===== src/rtl/spi_rx_module.sv =====
// SPI receive path: synchronised SCLK/CS/MISO to MSB-first bytes, buffered in a circular FIFO popped by Read_RQ.
// Byte enters FIFO one Mclk after its 8th sample; pop data valid one cycle after Read_RQ; push into a full FIFO drops the byte and sets Overrun.
module spi_rx_module #(
    parameter int DATA_WIDTH = 8,
    parameter int FIFO_DEPTH = 16,
    parameter int ADDR_W     = 4
) (
    input  logic                  Mclk,
    input  logic                  nReset,
    input  logic                  SPI_clk,
    input  logic                  SPI_CS,
    input  logic                  SPI_MISO,
    input  logic                  Read_RQ,
    input  logic                  Clear_Ovr,
    output logic [DATA_WIDTH-1:0] Data_Out,
    output logic                  Data_Valid,
    output logic                  rx_empty,
    output logic                  rx_full,
    output logic [ADDR_W:0]       rx_usedw,
    output logic                  Overrun
);

    localparam int CW = $clog2(DATA_WIDTH);
    localparam logic [1:0] S_IDLE  = 2'd0;
    localparam logic [1:0] S_SHIFT = 2'd1;
    localparam logic [1:0] S_STORE = 2'd2;

    logic clk_s1, clk_s2, clk_prev;
    logic cs_s1, cs_s2;
    logic miso_s1, miso_s2;
    logic sclk_rise;

    logic [1:0]            state;
    logic [CW-1:0]         bit_cnt;
    logic [DATA_WIDTH-1:0] shreg;

    logic [DATA_WIDTH-1:0] mem [FIFO_DEPTH];
    logic [ADDR_W-1:0]     wptr, rptr;
    logic                  push, pop, wr_en, ovr_set;
    logic [ADDR_W:0]       cnt_next;

    // CS sync resets high so a reset never looks like a select.
    always_ff @(posedge Mclk or negedge nReset) begin
        if (!nReset) begin
            clk_s1   <= 1'b0;
            clk_s2   <= 1'b0;
            clk_prev <= 1'b0;
            cs_s1    <= 1'b1;
            cs_s2    <= 1'b1;
            miso_s1  <= 1'b0;
            miso_s2  <= 1'b0;
        end else begin
            clk_s1   <= SPI_clk;
            clk_s2   <= clk_s1;
            clk_prev <= clk_s2;
            cs_s1    <= SPI_CS;
            cs_s2    <= cs_s1;
            miso_s1  <= SPI_MISO;
            miso_s2  <= miso_s1;
        end
    end

    assign sclk_rise = clk_s2 & ~clk_prev;

    // A sample in the same cycle as CS rising takes priority, so a completed 8th bit is kept.
    always_ff @(posedge Mclk or negedge nReset) begin
        if (!nReset) begin
            state   <= S_IDLE;
            bit_cnt <= '0;
            shreg   <= '0;
        end else begin
            case (state)
                S_IDLE: begin
                    bit_cnt <= '0;
                    if (!cs_s2) state <= S_SHIFT;
                end
                S_SHIFT: begin
                    if (sclk_rise) begin
                        shreg   <= {shreg[DATA_WIDTH-2:0], miso_s2};
                        bit_cnt <= bit_cnt + CW'(1);
                        if (bit_cnt == CW'(DATA_WIDTH - 1)) state <= S_STORE;
                    end else if (cs_s2) begin
                        bit_cnt <= '0;
                        state   <= S_IDLE;
                    end
                end
                S_STORE: begin
                    bit_cnt <= '0;
                    state   <= cs_s2 ? S_IDLE : S_SHIFT;
                end
                default: begin
                    bit_cnt <= '0;
                    state   <= S_IDLE;
                end
            endcase
        end
    end

    // A concurrent pop frees the slot, so a push into a full FIFO still lands.
    assign push    = (state == S_STORE);
    assign pop     = Read_RQ & ~rx_empty;
    assign wr_en   = push & (~rx_full | pop);
    assign ovr_set = push & rx_full & ~pop;

    always_comb begin
        cnt_next = rx_usedw;
        if (wr_en && !pop)      cnt_next = rx_usedw + (ADDR_W+1)'(1);
        else if (pop && !wr_en) cnt_next = rx_usedw - (ADDR_W+1)'(1);
    end

    always_ff @(posedge Mclk) begin
        if (wr_en) mem[wptr] <= shreg;
    end

    always_ff @(posedge Mclk or negedge nReset) begin
        if (!nReset) begin
            wptr       <= '0;
            rptr       <= '0;
            Data_Out   <= '0;
            Data_Valid <= 1'b0;
            rx_usedw   <= '0;
            rx_empty   <= 1'b1;
            rx_full    <= 1'b0;
            Overrun    <= 1'b0;
        end else begin
            Data_Valid <= pop;
            if (wr_en) wptr <= wptr + ADDR_W'(1);
            if (pop) begin
                Data_Out <= mem[rptr];
                rptr     <= rptr + ADDR_W'(1);
            end
            rx_usedw <= cnt_next;
            rx_empty <= (cnt_next == '0);
            rx_full  <= (cnt_next == (ADDR_W+1)'(FIFO_DEPTH));
            if (ovr_set)        Overrun <= 1'b1;
            else if (Clear_Ovr) Overrun <= 1'b0;
        end
    end

endmodule


===== config.mk =====
export PLATFORM = sky130hd
export DESIGN_NAME = spi_rx_module
export DESIGN_NICKNAME = d
export VERILOG_FILES = /design/src/rtl/spi_rx_module.sv
export SDC_FILE = /design/constraint.sdc
export NUM_CORES = 1
export LEC_CHECK = 0
export CORE_AREA = 2 2 111 135
export DETAILED_ROUTE_END_ITERATION = 6
export DIE_AREA = 0 0 113 137
export GPL_TIMING_DRIVEN = 0
export PLACE_DENSITY = 0.74
export SLEW_MARGIN = 25
export SYNTH_ARGS = -nofsm -noshare
export SYNTH_HDL_FRONTEND = slang
export SYNTH_SLANG_ARGS = --single-unit
export TNS_END_PERCENT = 1

===== constraint.sdc =====
create_clock -name Mclk -period 5.6 [get_ports Mclk]
set_clock_uncertainty 0.1 [all_clocks]
set_input_delay 1.12 -clock Mclk [delete_from_list [all_inputs] [get_ports Mclk]]
set_output_delay 1.12 -clock Mclk [all_outputs]
set_load 0.03 [all_outputs]

=== Word-level counts from Yosys, hierarchy flattened ===
Memory sizes are Yosys's and may differ from the RTL's. A register that Yosys moved wholly into a read port is not among the register bits.
Cells that the tools add are included.

* Register bits after elaboration: 37
* Bits in writable memories: 128
* Bits of input ports: 7
* Output and inout port bits: 17
* Logic and storage cells: 65
* Memories kept: 1

* Add/sub/neg operators: 5
* Equality and inequality tests: 7
* Mux-type cells: 15
* Bitwise gates (word level): 10
* Reduce and logical (&&, ||, !) cells: 10

{| class="wikitable"
|+ Memories
! name !! words !! width !! read ports !! clocked after memory_dff !! wr ports !! RTL line !! text
|-
| mem || 16 || 8 || 1 || 1 || 1 || 37 || <nowiki>logic [DATA_WIDTH-1:0] mem [FIFO_DEPTH];</nowiki>
|}

{| class="wikitable"
|+ Operators with widths
! operator !! number
|-
| $mux W5 || 2
|-
| $mux W3 || 3
|-
| $add A4 B1 Y4 const B || 2
|-
| $mux W2 || 4
|-
| $ne A3 B3 Y1 const B || 2
|-
| $pmux W2 S3 || 1
|-
| $add A5 B1 Y5 const B || 1
|-
| $and A1 B1 Y1 || 5
|-
| $eq A5 B5 Y1 const B || 1
|-
| $logic_not A5 Y1 || 1
|-
| $mux W1 || 5
|-
| $sub A5 B1 Y5 const B || 1
|-
| $not A1 Y1 || 4
|-
| $add A3 B1 Y3 const B || 1
|-
| $eq A3 B3 Y1 const B || 1
|-
| $logic_not A1 Y1 || 3
|-
| $reduce_and A3 Y1 || 1
|-
| $eq A2 B1 Y1 const B || 1
|-
| $eq A2 B2 Y1 const B || 1
|-
| $logic_and A1 B1 Y1 || 2
|-
| $logic_not A2 Y1 || 1
|-
| $ne A2 B2 Y1 const B || 1
|-
| $reduce_and A2 Y1 || 1
|-
| $reduce_bool A2 Y1 || 1
|-
| $or A1 B1 Y1 || 1
|}

=== Longest topological paths before layout ===
Gate-level depths: netlist (run 1).

* Depth in word-level cells: 9
* Depth in mapped cells: 9

=== Worst setup path after synthesis (run 1) ===
Ideal clock, no wire load.

* Kind: input-to-reg
* Start: input Read_RQ
* End: memory mem[7][0], enable pin
* Setup time: 332 ps
* Arrival: 2,122 ps
* Data required time: 5,168 ps
* Slack: 3,046 ps
* Stages on the path: 7
* Cells stage by stage: nand2b_4 > buf_6 > a21oi_1 > buf_2 > nand2_1 > nor2_1 > and2_1

* Longest elaborated chain between the ends: 5

{| class="wikitable"
|+ Ends and longest elaborated chain
! element !! RTL line !! text
|-
| from (decl) || 13 || <nowiki>input logic Read_RQ,</nowiki>
|-
| $and A1 B1 Y1 || 101 || <nowiki>assign pop = Read_RQ & ~rx_empty;</nowiki>
|-
| $or A1 B1 Y1 || 102 || <nowiki>assign wr_en = push & (~rx_full | pop);</nowiki>
|-
| $and A1 B1 Y1 || 102 ||
|-
| $mux W1 || 112 || <nowiki>if (wr_en) mem[wptr] <= shreg;</nowiki>
|-
| $mux W1 (implied by the code) || 112 ||
|-
| to (decl) || 37 ||
|}

No other way between the ends.

=== Final worst setup path (run 1) ===
* Start: input Read_RQ
* End: memory mem[6][5], enable pin

Same word-level chain as after synthesis.

==> impl_metrics.ini, run 1 <==
[outcome]
status = complete, but fails checks
violations = design-rule violations

[worst_setup_path]
worst_ep_arrival_time_ps = 3190
max_stage_delay_ps = 500
reg2reg_slack_ps = 2980
r2r_end = mem[6][5]
worstPathRequired_ps = 5560
crit_buf_inv = 3
end_kind = flip-flop
cpMaxStageDelayCell = clkdlybuf4s50_1
worst-setup-path-type = primary input to flip-flop
startpoint_type = primary input
cp_top_family = buffers and inverters
crit_path_cell_trace = clkdlybuf4s50_1 > nand2b_4 > buf_6 > a21oi_1 > buf_2 > nand2_1 > nor2_1 > and2_1
critPathMaxFanout = 10
rr_worst_depth = 6
r2r_start = state[0]

[floorplanning]
die_h_um = 137
die_w_um = 113
core_um2 = 14200
start_util_pct = 49.0
ios = 24
die_area_um2 = 15500
num_rows = 48

[grt]
grt_overflow = 0
grt_pass1_vias = 3748
grt_usage_pct = 19.1
antenna_found_initial = 0
grt_pass1_wl_mm = 21.4
grt_max_degree = 28

[placed_design]
place.gp.congestion = 0.801
place_hpwl_mm = 8.85
io_buffers = 23
place_ws_ps = 1970

[run]
cap_violations = 0

[sta]
maxSlewViolCount = 0
post-route-period-util_pct = 57.6
setup_violations = 0
hold_slack_ps = 257
fmax_mhz = 310
worstMarginPinSlew_ps = 684
timing.slew.headroom_pct = 54.4
setup_tns_ps = 0
setup_slack_ps = 2370
rsz0062_at_grt = false
min_period_ps = 3230
hold_violations = 0

[synth]
syn_nets = 403
synth-seq-area-share_pct = 71.7
yosysWarnings = 0
synth.avg_cell_area_um2 = 17.9
synth_cells = 387
ys_types = 48
synth_seq_cells = 173
syn_area_um2 = 6940

[pwr]
p_leak_nw = 2.86
ir_drop_uv = 219
powerDensity_nw_per_um2 = 505

[clocking]
clockRootBuffer = clkbuf_16
cts_max_level = 4
clk_path_buf_depth = 2
cts_setup_buffers = 0
ctsResizeCount = 0
cts_inserted_buffers = 17
cts_sinks = 173
cts.hold.buffers_added = 0
clk_pin_slew_ps = 60
tritoncts = yes
insertion_delay_ps = 420

[layout]
num_antenna_cells = 0
area_growth_syn_to_layout_pct = 15.5
final_common_cell = edfxtp_1
final_cell_mix = edfxtp_1 (128), dfrtp_1 (42), mux2i_1 (26)
layout-drive-gt1-share_pct = 20.8
nets = 446

[hold_path]
hold_path_depth = 0
hold-path-endpoint = cs_s2
hold_path.class = flip-flop to flip-flop
hold_start = cs_s1

[detailed_routing]
finalWirelength_mm = 13.5
drc_errors = 4
drt_first_iter_violations = 399
dr_total_vias = 3551
drtAntennaViolNets = 0
drtPass1Iterations = 7
routed_via_density = 5.75
routedWlPerCell_um = 21.9
[Yosys cell counts (all sizes together)]
cell type  count  area share [%]
a211oi         2            0.22
a21boi         2            0.22
a21oi          5            0.36
a221oi         8             1.0
a22o           2            0.25
a22oi          8            0.87
a41oi          1            0.40
and2          13             1.2
and3           1           0.090
and3b          3            0.38
and4           5            0.67
buf           15             1.5
clkbuf         3            0.16
dfrtp         42              15
dfstp          3             1.1
edfxtp       128              55
ha             9             1.6
inv            7            0.41
mux2          10             1.6
mux2i         26             3.8
mux4          22             7.1
nand2          9            0.49
nand2b        10             1.0
nand3          5            0.36
nand4          2            0.18
nor2           8            0.47
nor2b          6            0.54
nor3           4            0.52
nor3b          4            0.58
nor4           1           0.090
o211ai         1            0.11
o21ai         12            0.87
o22ai          1           0.090
o31ai          1            0.11
xnor2          8             1.1
[worst max path at each step]
stage	end	slack, ps	startpoint	depth (start not counted)
floorplan	mem[7][0]	3050	Read_RQ	7
global placement	wptr[0]	2060	nReset	1
detailed placement	mem[6][0]	1970	Read_RQ	8
CTS	mem[6][1]	2400	Read_RQ	8
global route	mem[6][2]	2250	Read_RQ	8
finish	mem[6][5]	2370	Read_RQ	8
[metrics by stage]
stage          util [%]  cells  power (mW)  cell area [um^2]
2_1_floorplan         -    387        2.48              6940
3_3_place_gp       52.1    585        2.83              7390
3_5_place_dp       52.2    586        2.87              7400
4_1_cts            56.5    618        4.07              8010
5_1_grt            56.5    618        4.21              8010
6_report           56.5    618        4.04              8010
[logic make-up after synthesis]
| group | synth area share [%] |
|---|---|
| xor gates and xnor gates | 1.12 |
| buffers and inverters | 2.04 |
| adders and majority gates | 1.62 |
| AOI/OAI and AO/OA | 4.49 |
| muxes | 12.5 |
| and+or+nand+nor | 6.55 |
| DFF | 71.7 |
[flip-flops by register name (all words and copies together) (netlist names), 2 cells and up]
| signal | count |
|---|---|
| state | 2 |
| Data_Out | 8 |
| bit_cnt | 3 |
| rx_usedw | 5 |
| mem | 128 |
| shreg | 8 |
| rptr | 4 |
| wptr | 4 |
[per-layer routing]
layer	wire, um	part of all wire (%)	vias to the layer above	track usage [%]
met1	5420	40	1798	23.5
met4	419	3.1	0	9.21
li1	-	-	1597	-
met2	6920	51	131	31.2
met3	795	5.9	25	5.54
met5	0	0	-	0
[area by class of cell]
class	instances	area [um^2]
tap	175	219
timing repair buffer	24	245
multi-input combinational	189	1820
clock buffer	19	443
fill	1046	6160
clock inverter	13	166
buffer	18	113
inverter	7	28.8
sequential	173	4970
[power breakdown]
group | total [mW] | switching, mW | internal, mW
Clock | 1.20 | 0.481 | 0.716
Sequential | 1.81 | 0.211 | 1.60
Combinational | 1.03 | 0.559 | 0.474
Total | 4.04 | 1.25 | 2.79
Note: power is estimated with default switching activity, not from simulation.
==> run 2: changes to the inputs <==
- PLACE_DENSITY: 0.74 -> 0.77
- clock period: 5.6 -> 2.9 ns (I/O delays scaled with it)
==> run 2 against run 1 <==
  * The run still ends with design-rule violations left
  * Die area is the same
  * Worst setup slack lost 2100 ps
  * Hold slack lost 7.7 ps
  * Cell count grew 0.16%
  * Register-to-register slack lost 2600 ps
  * Global-route usage shrank 0.24 points
  * Clock-buffer cell count shrank 2
  * Wire length grew 0.38%
  * Critical path type unchanged
  * Largest power group unchanged
==> impl_metrics.ini, run 2 (synthesis results as in run 1) <==
[outcome]
status = complete, but fails checks
violations = design-rule violations

[worst_setup_path]
worstPathRequired_ps = 2870
end_kind = flip-flop
critPathMaxFanout = 10
worst_ep_arrival_time_ps = 2610
worst-setup-path-type = primary input to flip-flop
startpoint_type = primary input

[clocking]
cts_inserted_buffers = 17
cts_setup_buffers = 0
insertion_delay_ps = 430
cts_max_level = 4
clk_path_buf_depth = 2
tritoncts = yes
clockRootBuffer = clkbuf_16
cts_sinks = 173
clk_pin_slew_ps = 70

[grt]
grt_max_degree = 31
grt_usage_pct = 18.8
grt_overflow = 0
grt_pass1_wl_mm = 21.0
grt_pass1_vias = 3669
antenna_found_initial = 0

[layout]
largest_reg_flops = 128
instances_no_fill = 619
layout-drive-gt1-share_pct = 20.9
area_growth_syn_to_layout_pct = 15.0
regArea_um2 = 4970
nets = 447
final_common_cell = edfxtp_1
final_cell_mix = edfxtp_1 (128), dfrtp_1 (42), mux2i_1 (26)
fin_area_um2 = 7980
multi_input_area_um2 = 1820
largestRegisters = mem x128, Data_Out x8, shreg x8
fillers = 1011
largest-register = mem
num_antenna_cells = 0

[floorplanning]
die_h_um = 137
ios = 24
die_w_um = 113
num_rows = 48
die_area_um2 = 15500
start_util_pct = 49.0
core_um2 = 14200

[pwr]
power.net_switching_mw = 2.52
p_leak_nw = 2.85
power.total_mw = 7.67
internal_power_mw = 5.15
ir_drop_uv = 479
p_clk_share_pct = 28.2
swShare_pct = 32.8
powerDensity_nw_per_um2 = 961
combPwrFrac_pct = 26.1
seqPwrFrac_pct = 45.7

[sta]
setup_slack_ps = 266
hold_slack_ps = 249
worstMarginPinSlew_ps = 734
timing.slew.headroom_pct = 51.0
fmax_mhz = 380
setup_violations = 0
min_period_ps = 2630
maxSlewViolCount = 0
hold_violations = 0
post-route-period-util_pct = 90.8
rsz0062_at_grt = false

[detailed_routing]
dr_total_vias = 3635
routedWlPerCell_um = 22.0
routed_via_density = 5.87
finalWirelength_mm = 13.6
drtAntennaViolNets = 0
drtPass1Iterations = 7
drt_first_iter_violations = 383
drc_errors = 3

[run]
cap_violations = 0

[placed_design]
place_hpwl_mm = 8.86
place.gp.congestion = 0.817
place_inst = 586
place_ws_ps = -164
place_area_um2 = 7400
io_buffers = 23

[hold_path]
hold_path.class = flip-flop to flip-flop
-- run 2: cell types whose count changed in the layout (fill, tap and decap cells not counted) --
| cell | change |
|---|---|
| clkinvlp_2 | +1 |
| clkinvlp_4 | -3 |
| clkinv_2 | -1 |
| clkbuf_8 | -1 |
| dlygate4sd3_1 | +1 |
| inv_8 | +4 |
| clkinv_4 | -3 |
| bufinv_16 | -3 |
| inv_6 | +6 |
| clkinv_8 | +1 |
| clkbuf_1 | -1 |
-- run 2: power groups by stage --
| stage | logic (mW) | registers, mW | clock network [mW] |
|---|---|---|---|
| after floorplan | 1.21 | 3.58 | 0 |
| after global placement | 1.96 | 3.52 | 0 |
| after detailed placement | 2.01 | 3.55 | 0 |
| after CTS | 2.02 | 3.50 | 2.19 |
| after global routing | 2.13 | 3.56 | 2.29 |
| final | 2.00 | 3.51 | 2.16 |
-- run 2: final timing paths --
| check | start | endpoint | slack [ps] | cells past startpoint |
|---|---|---|---|---|
| setup / recovery | Read_RQ | mem[6][3] | 270 | 8 |
| hold / removal | miso_s1 | miso_s2 | 250 | 0 |
| setup reg to reg | state[0] | mem[6][3] | 370 | 6 |
| hold reg to reg | miso_s1 | miso_s2 | 250 | 0 |
| max in group asynchronous | nReset | cs_s2 | 1610 | 3 |
| min in group asynchronous | nReset | rx_usedw[0] | 530 | 2 |
-- run 2: cell type report --
type	instances	share of cell area, %
repair buffers	25	3.20
flip-flops and latches	173	62.3
inverters	7	0.361
multi-input cells	189	22.9
well taps	175	2.74
clock inverters	15	1.77
clock buffers	17	5.33
plain buffers	18	1.41
-- run 2: timing repair --
action | in CTS | in global routing
hold buffers | 1 | 0
gates resized for setup | 0 | 0
endpoints found under the hold margin | 15 | 0
-- run 2: metrics by stage --
stage | utilization (%) | TNS (ps)
2_1_floorplan | - | 0
3_3_place_gp | 52.1 | -9030
3_5_place_dp | 52.2 | -5610
4_1_cts | 56.3 | 0
5_1_grt | 56.3 | 0
6_report | 56.3 | 0
-- run 2: worst max-delay path: stages --
cell,delay (ps)
clkdlybuf4s50_1,500
nand2b_4,60
buf_6,140
a21oi_1,360
buf_2,280
nand2_1,70
nor2_1,160
and2_1,450
-- run 2: layer usage --
metal  wire length, um  up-vias  share of wire [%]  GRT usage [%]
met5                 0        -                  0              0
met4               378        0                2.8           9.15
met3               801       25                5.9           5.05
met2              7060      125                 52           30.5
met1              5360     1883                 39           23.7
li1                  -     1602                  -              -
